File: config.mk
export PLATFORM = sky130hd
export DESIGN_NAME = bus_arbiter_nx1
export DESIGN_NICKNAME = d
export VERILOG_FILES = /design/src/rtl/bus_arbiter_nx1_pkg.sv /design/src/rtl/arb_rr_pick.sv /design/src/rtl/bus_arbiter_nx1.sv
export SDC_FILE = /design/constraint.sdc
export NUM_CORES = 1
export LEC_CHECK = 0
export BUFFER_PORTS_ARGS = -buffer_cell sky130_fd_sc_hd__buf_2
export CAP_MARGIN = 20
export CORE_AREA = 2 2 164 166
export CTS_CLUSTER_SIZE = 14
export DETAILED_ROUTE_END_ITERATION = 7
export DIE_AREA = 0 0 166 168
export MAX_ROUTING_LAYER = met4
export SLEW_MARGIN = 10
export SYNTH_ARGS = -nofsm -noshare
export SYNTH_HDL_FRONTEND = slang
export SYNTH_SLANG_ARGS = --single-unit
File: constraint.sdc
create_clock -name i_clk -period 1.4 [get_ports i_clk]
set_input_delay 0.07 -clock i_clk [delete_from_list [all_inputs] [get_ports i_clk]]
set_output_delay 0.07 -clock i_clk [all_outputs]
set_load 0.05 [all_outputs]
File: src/rtl/bus_arbiter_nx1_pkg.sv
// Shared definitions for the N-to-1 round-robin bus arbiter.
// Covers the data width, the access-size (funct3) encodings and the FSM state encoding.
package bus_arbiter_nx1_pkg;

    localparam int unsigned ARB_XLEN = 32;

    localparam logic [2:0] SIZE_BYTE   = 3'b000;
    localparam logic [2:0] SIZE_HALF   = 3'b001;
    localparam logic [2:0] SIZE_WORD   = 3'b010;
    localparam logic [2:0] SIZE_BYTE_U = 3'b100;
    localparam logic [2:0] SIZE_HALF_U = 3'b101;

    typedef enum logic {
        ARB_IDLE = 1'b0,
        ARB_BUSY = 1'b1
    } arb_state_e;

endpackage

File: src/rtl/arb_rr_pick.sv
// Combinational round-robin picker: the first set request bit strictly after 'last',
// wrapping modulo N_PORTS. It is kept free of bus-specific logic so other blocks can reuse it.
module arb_rr_pick #(
    parameter int unsigned N_PORTS = 4,
    localparam int unsigned IW = (N_PORTS > 1) ? $clog2(N_PORTS) : 1
) (
    input  logic [N_PORTS-1:0] req,
    input  logic [IW-1:0]      last,
    output logic [IW-1:0]      winner,
    output logic               valid
);

    logic [IW-1:0] idx;

    always_comb begin
        winner = '0;
        valid  = 1'b0;
        idx    = last;
        // Visit last+1 .. last+N_PORTS, so 'last' itself is checked at the very end.
        for (int unsigned i = 0; i < N_PORTS; i++) begin
            idx = (idx == IW'(N_PORTS - 1)) ? '0 : idx + IW'(1);
            if (!valid && req[idx]) begin
                valid  = 1'b1;
                winner = idx;
            end
        end
    end

endmodule

File: src/rtl/bus_arbiter_nx1.sv
// N-requester to single-bus round-robin arbiter; the grant is held until the slave acks or the request aborts.
// Define ARB_TIMEOUT_EN to add the slave-timeout watchdog that forces completion after TIMEOUT BUSY cycles.
module bus_arbiter_nx1
    import bus_arbiter_nx1_pkg::*;
#(
    parameter int unsigned N_PORTS = 4,
    parameter int unsigned XLEN    = ARB_XLEN,
    parameter int unsigned TIMEOUT = 255
) (
    input  logic                    i_clk,
    input  logic                    i_rst_n,
    input  logic [N_PORTS-1:0]      i_bus_en,
    input  logic [N_PORTS-1:0]      i_wr_rd,
    input  logic [N_PORTS*XLEN-1:0] i_wr_data,
    input  logic [N_PORTS*XLEN-1:0] i_addr,
    input  logic [N_PORTS*3-1:0]    i_size,
    output logic [N_PORTS-1:0]      o_ack,
    output logic [XLEN-1:0]         o_rd_data,
    output logic [N_PORTS-1:0]      o_timeout,
    input  logic                    i_ack,
    input  logic [XLEN-1:0]         i_rd_data,
    output logic                    o_bus_en,
    output logic                    o_wr_rd,
    output logic [XLEN-1:0]         o_wr_data,
    output logic [XLEN-1:0]         o_addr,
    output logic [2:0]              o_size
);

    localparam int unsigned IW = $clog2(N_PORTS);

    if (N_PORTS < 2 || N_PORTS > 16 || TIMEOUT == 0 || TIMEOUT > 65535) begin : g_param_check
        $error("bus_arbiter_nx1: unsupported parameter value");
    end

    arb_state_e    state_q, state_d;
    logic [IW-1:0] grant_q, grant_d;
    logic [IW-1:0] last_q, last_d;
    logic [IW-1:0] pick_winner;
    logic          pick_valid;
    logic          req_live;
    logic          timeout_hit;

    logic [XLEN-1:0] wr_data_arr [N_PORTS];
    logic [XLEN-1:0] addr_arr    [N_PORTS];
    logic [2:0]      size_arr    [N_PORTS];

    for (genvar k = 0; k < N_PORTS; k++) begin : g_unpack
        assign wr_data_arr[k] = i_wr_data[k*XLEN +: XLEN];
        assign addr_arr[k]    = i_addr[k*XLEN +: XLEN];
        assign size_arr[k]    = i_size[k*3 +: 3];
    end

    arb_rr_pick #(
        .N_PORTS (N_PORTS)
    ) u_pick (
        .req    (i_bus_en),
        .last   (last_q),
        .winner (pick_winner),
        .valid  (pick_valid)
    );

    assign req_live = i_bus_en[grant_q];

`ifdef ARB_TIMEOUT_EN
    localparam int unsigned CW = (TIMEOUT < 256) ? 8 : 16;

    logic [CW-1:0] cnt_q, cnt_d;

    // cnt_q counts completed ack-less BUSY cycles, so the TIMEOUT-th BUSY cycle sees TIMEOUT-1.
    assign timeout_hit = (state_q == ARB_BUSY) && (cnt_q == CW'(TIMEOUT - 1));

    always_comb begin
        cnt_d = cnt_q;
        if (state_q == ARB_IDLE) begin
            cnt_d = '0;
        end else if (!i_ack) begin
            cnt_d = cnt_q + CW'(1);
        end
    end

    always_ff @(posedge i_clk or negedge i_rst_n) begin
        if (!i_rst_n) begin
            cnt_q <= '0;
        end else begin
            cnt_q <= cnt_d;
        end
    end
`else
    assign timeout_hit = 1'b0;
`endif

    always_comb begin
        state_d   = state_q;
        grant_d   = grant_q;
        last_d    = last_q;
        o_bus_en  = 1'b0;
        o_wr_rd   = 1'b0;
        o_wr_data = '0;
        o_addr    = '0;
        o_size    = '0;
        o_ack     = '0;
        o_rd_data = '0;
        o_timeout = '0;

        unique case (state_q)
            ARB_IDLE: begin
                if (pick_valid) begin
                    grant_d = pick_winner;
                    last_d  = pick_winner;
                    state_d = ARB_BUSY;
                end
            end
            ARB_BUSY: begin
                o_bus_en  = req_live;
                o_wr_rd   = i_wr_rd[grant_q];
                o_wr_data = wr_data_arr[grant_q];
                o_addr    = addr_arr[grant_q];
                o_size    = size_arr[grant_q];
                // A real ack wins over both abort and watchdog expiry.
                if (i_ack) begin
                    o_ack[grant_q] = 1'b1;
                    o_rd_data      = i_rd_data;
                    state_d        = ARB_IDLE;
                end else if (!req_live) begin
                    state_d = ARB_IDLE;
                end else if (timeout_hit) begin
                    o_bus_en           = 1'b0;
                    o_ack[grant_q]     = 1'b1;
                    o_timeout[grant_q] = 1'b1;
                    state_d            = ARB_IDLE;
                end
            end
            default: state_d = ARB_IDLE;
        endcase
    end

    always_ff @(posedge i_clk or negedge i_rst_n) begin
        if (!i_rst_n) begin
            state_q <= ARB_IDLE;
            grant_q <= '0;
            last_q  <= IW'(N_PORTS - 1);
        end else begin
            state_q <= state_d;
            grant_q <= grant_d;
            last_q  <= last_d;
        end
    end

endmodule
==> After elaboration in Yosys (flattened, before gate mapping) <==
Cells that the tools add are included.
{ "op_classes": {"bitwise": 2, "mux": 49, "n_eq_ne": 4, "order_cmp": 7, "add_sub_neg": 4, "reduce_logical": 8} }
{ "op_table": {"columns": ["op", "n"], "rows": [
  ["32-bit 2-to-1 mux", 8],
  ["32-bit binary-select mux with 2-bit select", 2],
  ["1-bit 2-to-1 mux", 17],
  ["2-bit 2-to-1 mux", 8],
  ["2-bit by 3-bit less-than comparator with 1-bit output (second input constant)", 5],
  ["1-bit binary-select mux with 2-bit select", 6],
  ["3-bit 2-to-1 mux", 3],
  ["2-bit by 1-bit adder with 2-bit output (second input constant)", 4],
  ["2-bit equality test (second input constant)", 4],
  ["4-bit 2-to-1 mux", 2],
  ["3-bit binary-select mux with 2-bit select", 1],
  ["1-bit logical AND", 4],
  ["3-bit >= comparator (second input constant)", 1],
  ["1-bit zero test", 3],
  ["2-bit NOT with 3-bit output", 1],
  ["1-bit demux with 2-bit select", 1],
  ["2-bit by 1-bit >= comparator with 1-bit output (second input constant)", 1],
  ["1-bit one-hot mux with 2 select lines", 1],
  ["2-bit AND reduction", 1],
  ["1-bit NOT", 1]
]} }
{ "word_totals": {"register_bits": 5, "output_inout_bits": 109} }

==> Longest topological paths before layout <==
Gate-level depths: netlist (run 1).
{ "logic_depth": {"ltp_word": 16, "mapped_depth": 4, "depth_no_buf": 4} }

==> Modules after synthesis <==
Synthesis (run 1) repeated with hierarchy kept, for this count alone.
{ "hier_totals": {"hier_cells": 237, "hier_area_um2": 2726.4} }
{ "modules_own_cells": {"columns": ["mod", "cells_each", "n_inst", "seq_area_each_um2", "area_each_um2"], "rows": [
  ["bus_arbiter_nx1", 222, 1, 127.6, 2618.8],
  ["arb_rr_pick", 15, 1, 0.0, 107.6]
]} }

==> Least setup slack after synthesis (run 1) <==
No wires, ideal clock.
{ "synth_timing": {"kind": "register to output", "startpoint": "reg state_q", "endpoint": "out o_ack[2]", "path_slack_ns": -0.640, "path_stages_with_launch": 4, "arrival_time_ns": 1.970, "path_buffers": 1, "cell_sequence": "dfrtp_1 -> clkbuf_1 -> nand2_1 -> nor3b_1"} }
{ "synth_via": {"elab_chain_cells": 1} }
{ "synth_rtl": {"columns": ["element", "line", "source"], "rows": [
  ["from (decl)", "bus_arbiter_nx1.sv:35", "arb_state_e state_q, state_d;"],
  ["from (signal assigned)", "bus_arbiter_nx1.sv:143", "state_q <= state_d;"],
  ["4-bit 2-to-1 mux", "bus_arbiter_nx1.sv:105", "unique case (state_q)"],
  ["to (decl)", "bus_arbiter_nx1.sv:17", "output logic [N_PORTS-1:0] o_ack,"]
]} }
Every way passes these cells.

==> Final worst setup path (run 1) <==
{ "layout_timing": {"startpoint": "reg grant_q[0]", "endpoint": "out o_wr_data[22]"} }
{ "layout_via": {"elab_chain_cells": 5} }
{ "layout_rtl": {"columns": ["element", "line", "source"], "rows": [
  ["from (decl)", "bus_arbiter_nx1.sv:36", "logic [IW-1:0] grant_q, grant_d;"],
  ["from (signal assigned)", "bus_arbiter_nx1.sv:144", "grant_q <= grant_d;"],
  ["2-bit NOT with 3-bit output (implied by the code)", "bus_arbiter_nx1.sv:116", "o_wr_data = wr_data_arr[grant_q];"],
  ["32-bit binary-select mux with 2-bit select", "bus_arbiter_nx1.sv:116", null],
  ["32-bit 2-to-1 mux (implied by the code) (2 in a row)", "bus_arbiter_nx1.sv:116", null],
  ["32-bit 2-to-1 mux", "bus_arbiter_nx1.sv:105", null],
  ["to (decl)", "bus_arbiter_nx1.sv:24", "output logic [XLEN-1:0] o_wr_data,"]
]} }
Every way passes these cells. The select of a mux whose other input is x is not followed.

==> results of run 1 <==
## state kept, by name (all words and copies together) (netlist names)
| name | flops |
|---|---|
| last_q | 2 |
| grant_q | 2 |
| state_q | 1 |
## worst reg2reg max path, cell delays in order (launching register included)
cell and delay (ns):
dfrtp_4 0.48, buf_12 0.16, buf_16 0.14, mux4_2 0.53, nand2_2 0.10, o21ai_1 0.06
## metal layers
metal	wire length, um	GRT usage (%)
met2	9780	21.8
met4	227	2.50
met3	1060	1.27
met5	0	-
met1	7660	14.2
## kinds of logic (layout without fill, tap and decap cells)
logic type | Yosys count | count (layout) | synth area share (%)
and+or+nand+nor | 116 | 116 | 26.6
DFF | 5 | 5 | 4.70
buffers and inverters | 35 | 468 | 7.70
AOI/OAI and AO/OA | 11 | 11 | 2.77
other | 1 | 6 | 0.138
muxes | 70 | 70 | 57.7
adders and majority gates | 1 | 1 | 0.461
## metrics by stage
stage               hold slack [ns]  instances
floorplan                    -0.226        242
detailed placement          -0.0959        979
global placement            -0.0949        979
CTS                           0.198       1009
finish                        0.192       1018
global route                  0.218       1018
## cell type report
type / count / area [um2] / area share (%)
antenna: 2 / 5.00 / 0.0682
clock buffer: 4 / 78.8 / 1.07
inverter: 1 / 3.75 / 0.0512
multi-input combinational: 202 / 2820 / 38.4
sequential: 5 / 139 / 1.89
tap: 341 / 427 / 5.82
timing repair buffer: 463 / 3860 / 52.7
## placed cells by master, fill, tap and decap left out, types with 2 or more instances in the layout
master and n:
clkbuf_16 10, buf_4 6, nor2_1 3, buf_16 8, and3_4 26, and2_4 68
o31ai_2 2, dfstp_2 2, and3_1 6, buf_12 12, buf_2 316, dfrtp_4 3
buf_6 33, diode_2 2, nand2_2 2, buf_8 79, nor3b_4 2, conb_1 4
mux4_2 69, o21ai_0 2
## timing repair
item / in CTS / in global routing
resized for setup: 201 / 150
hold buffers: 1 / 0
endpoints found under the setup margin: 100 / 104
buffers inserted: 17 / 2
gates cloned: 9 / 7
pin swaps: 7 / 70
endpoints found under the hold margin: 5 / 0
## report_power, final
group,switching (mW),internal [mW]
registers,0.140,0.269
clock network,0.0982,0.378
logic,8.89,9.19
## worst paths after layout
| check | from | endpoint | slack (ns) | depth (start not counted) |
|---|---|---|---|---|
| max | grant_q[0] | o_wr_data[22] | -0.51 | 5 |
| min | i_rst_n | state_q | 0.19 | 2 |
| max reg2reg | grant_q[0] | state_q | -0.20 | 5 |
| min reg2reg | last_q[1] | last_q[1] | 0.61 | 2 |
| max in group asynchronous | i_rst_n | last_q[0] | 0.99 | 2 |
| min in group i_clk | i_bus_en[1] | last_q[0] | 0.27 | 3 |
==> impl_metrics.yaml, run 1 <==
clock_tree:
  cts_root_buf: "clkbuf_16"
  htreeDepth: 1
  worst_skew_pair.late_latency_ns: 0.23
  clock_sinks: 5
  cts_tree: "done"
  clk_path_buf_depth: 2
  numCtsBuffers: 3
  clkTransAtPathRegs_ns: 0.03
yosys:
  synth_top_area_share_pct: 57.3
  synth.most_common_cell: "mux4_2"
  ys_seq_area_share_pct: 4.70
  synthFlopType: "dfrtp_1"
  yosys.area.top_type: "mux4_2"
  ys_warn_count: 0
  synth_edf_count: 0
  synth_cell_types: 30
  synthCells: 239
  synthArstFlopShare_pct: 100
  avgSynthCellArea_um2: 11.3
  synth-seq-cells: 5
  netlist_top_cells_count: "mux4_2, and2_1, and3_1, clkbuf_1, buf_2"
  synth_area_um2: 2710
  synth_top_cells_by_area: "mux4_2, and2_1, and3_1"
critical_path:
  crit_required_ns: 1.33
  end_kind: "output port"
  worstSetupStartpointType: "flip-flop"
  worst-path-max-fanout: 6
  critPathKind: "reg2out"
  max_stage_delay_ns: 0.51
  critPathTopFamily: "multiplexers"
  arrival_ns: 1.84
  critPathBufInv: 3
  cp_cell_sequence: "buf_12, buf_16, mux4_2, and2_4, buf_8"
  crit_slowest_cell: "mux4_2"
sta:
  hold_violations: 0
  fin_skew_ns: 0.00222
  max_freq_mhz: 522
  setup_ws_ns: -0.515
  finalSetupViolCount: 100
  relSlewSlack_pct: 63.2
  slew_viol_final: 0
  period_share_pct: 137
  worst_slew_pin_slew_ns: 0.547
  finalSetupTns_ns: -34.06
  period_needed_ns: 1.91
  rsz0062_at_grt: "true"
die:
  io_pins: 420
  dieArea_um2: 27900
  fp.coreArea_um2: 26400
  die_width_um: 166
  initial_utilization_pct: 10.3
  rows: 60
  dieHeight_um: 168
route:
  wire_per_inst_um: 18.4
  first_iter_violations: 115
  drc: 0
  viasPerCell: 4.05
  wirelength_um: 18700
  dr.pass1.iters: 4
  drt.antenna.violating_nets: 0
  num_vias: 4122
placed_design:
  pre_cts_slack_ns: -0.363
  dpl.hpwl_um: 13000
  placed_area_um2: 5430
  port-buffer-count: 415
  gp_congestion: 0.820
outcome:
  violations: "setup timing"
  outcome: "complete, but fails checks"
cells_and_area:
  syn2layout_area_growth_pct: 170
  drive_above_1_share_pct: 96.4
  nFillCells: 2707
  final_cell_area_um2: 7330
  final_util_pct: 27.8
  nNetsFinal: 988
global_routing:
  grt_pass1_wl_um: 25000
  grt_max_degree: 39
  grt_pass1_vias: 4360
  overflow: 0
  gr-usage-all-layers_pct: 11.9
  antenna_found_initial: 2
min_path:
  min_path_type: "in2async"
pwr:
  finalPower_mw: 19.0
  ir_drop_uv: 1310
  power.density_nw_per_um2: 2590
  p_leak_nw: 3.46
flow_run:
  maxCapViolations: 0
No activity file was read; power rests on OpenSTA's default activity.
==> inputs of run 2 (changes only) <==
Settings changed: CTS_BUF_LIST set to sky130_fd_sc_hd__clkbuf_8, RECOVER_POWER set to 100.
==> impl_metrics.yaml, run 2 (same netlist as run 1, synthesis figures left out) <==
outcome:
  outcome: "complete, but fails checks"
  violations: "setup timing"
cells_and_area:
  final-instance-count-excl-fill: 1027
  nNetsFinal: 997
  layout_common_cells: "buf_2, buf_8, mux4_2, and2_4, buf_6"
  drive_above_1_share_pct: 97.2
  syn2layout_area_growth_pct: 174
  reg_top3: "grant_q x2, last_q x2, state_q x1"
  final_util_pct: 28.2
  nFillCells: 2691
  final_common_cell: "buf_2"
sta:
  max_freq_mhz: 520
  hold_violations: 0
  slew_viol_final: 0
  setup_ws_ns: -0.522
  relSlewSlack_pct: 61.1
  period_share_pct: 137
  finalSetupViolCount: 103
  period_needed_ns: 1.92
  fin_skew_ns: 0.00445
  rsz0062_at_grt: "true"
  worst_slew_pin_slew_ns: 0.584
critical_path:
  critPathKind: "reg2out"
  crit_slowest_cell: "mux4_2"
  arrival_ns: 1.85
  worst-path-max-fanout: 6
  cp_cell_sequence: "buf_12, buf_16, mux4_2, and2_4, buf_8"
  worstSetupStartpointType: "flip-flop"
  critPathBufInv: 3
  end_kind: "output port"
  crit_required_ns: 1.33
  critPathTopFamily: "multiplexers"
  max_stage_delay_ns: 0.52
placed_design:
  dpl.hpwl_um: 13000
  gp_congestion: 0.820
  dp.cells: 979
  port-buffer-count: 415
route:
  drc: 0
  num_vias: 4128
  dr.pass1.iters: 4
  drt.antenna.violating_nets: 0
  viasPerCell: 4.02
  first_iter_violations: 119
  wirelength_um: 19000
  wire_per_inst_um: 18.5
clock_tree:
  worst_skew_pair.late_latency_ns: 0.22
  clkTransAtPathRegs_ns: 0.04
  htreeDepth: 1
  cts_tree: "done"
  clk_path_buf_depth: 2
  clock_sinks: 5
  cts_root_buf: "clkbuf_8"
  numCtsBuffers: 3
die:
  dieArea_um2: 27900
  dieHeight_um: 168
  die_width_um: 166
  initial_utilization_pct: 10.3
  fp.coreArea_um2: 26400
  io_pins: 420
  rows: 60
global_routing:
  grt_pass1_vias: 4470
  overflow: 0
  grt_pass1_wl_um: 26300
  grt_max_degree: 39
  gr-usage-all-layers_pct: 12.7
  antenna_found_initial: 2
pwr:
  share_comb_of_total_power_pct: 96.5
  ir_drop_uv: 1290
  power.density_nw_per_um2: 2570
  power.switching_mw: 9.18
  p_leak_nw: 3.48
  netSwitchingFraction_pct: 48.1
  power.internal_mw: 9.91
  finalPower_mw: 19.1
  pwr-share-seq_pct: 2.2
  power_frac_clock_pct: 1.4
min_path:
  min_path_type: "in2reg"
flow_run:
  maxCapViolations: 0
run 2: changes by cell type in the layout (fill, tap and decap cells not counted), sizes merged:
cell,change
buf,+11
clkbuf,-3
inv,+1
run 2: worst reg2reg max path, stage by stage, from the launching register on:
cell     delay, ns
dfrtp_4       0.49
buf_12        0.16
buf_16        0.14
mux4_2        0.52
nand2_2       0.10
buf_4         0.10
o21ai_1       0.05
run 2: per-layer routing:
| layer | up-vias | routed length (um) | GRT usage (%) |
|---|---|---|---|
| li1 | 1857 | - | - |
| met1 | 2022 | 7950 | 15.6 |
| met2 | 236 | 9850 | 22.8 |
| met3 | 13 | 1040 | 1.36 |
| met4 | 0 | 162 | 2.16 |
| met5 | - | 0 | - |
run 2: layout make-up:
type	count	area (um2)	area share, %
clock buffers	3	41.3	0.555
clock inverters	1	3.75	0.0505
flip-flops and latches	5	139	1.87
diodes	2	5.00	0.0673
well taps	341	427	5.74
multi-input cells	202	2820	37.9
inverters	1	3.75	0.0505
repair buffers	472	4000	53.8
run 2: stage by stage:
stage | setup TNS [ns] | hold WS [ns] | setup slack, ns | cell area [um2]
after global routing | -41.36 | 0.232 | -0.568 | 7440
final | -35.91 | 0.223 | -0.522 | 7440
after CTS | -38.69 | 0.203 | -0.553 | 6850
after detailed placement | -22.06 | -0.0959 | -0.363 | 5430
after global placement | -20.16 | -0.0949 | -0.345 | 5430
after floorplan | -4.24 | -0.226 | -0.0774 | 2950
run 2: path summary, 6_finish.rpt:
path	to	cells after the start	from	slack (ns)
max in group asynchronous	last_q[1]	2	i_rst_n	0.85
worst min register to register	last_q[1]	2	last_q[1]	0.61
worst max register to register	state_q	6	grant_q[0]	-0.30
worst min-delay path	last_q[0]	3	i_bus_en[0]	0.22
min in group asynchronous	state_q	2	i_rst_n	0.26
worst max-delay path	o_wr_data[22]	5	grant_q[0]	-0.52
run 2: power groups by stage:
stage          Clock, mW  Sequential (mW)  Combinational, mW
3_3_place_gp           0            0.455               12.1
2_1_floorplan          0            0.309               9.87
6_report           0.260            0.413               18.4
4_1_cts            0.267            0.400               16.7
3_5_place_dp           0            0.466               12.2
5_1_grt            0.282            0.433               19.2
run 2: timing repair:
item                                    CTS  global route
gates cloned                             13             4
pin swaps                                 7            74
hold buffers                              1             0
endpoints found under the setup margin  100           110
gates resized for setup                 233           178
setup buffers                            22            17
endpoints found under the hold margin     5             0
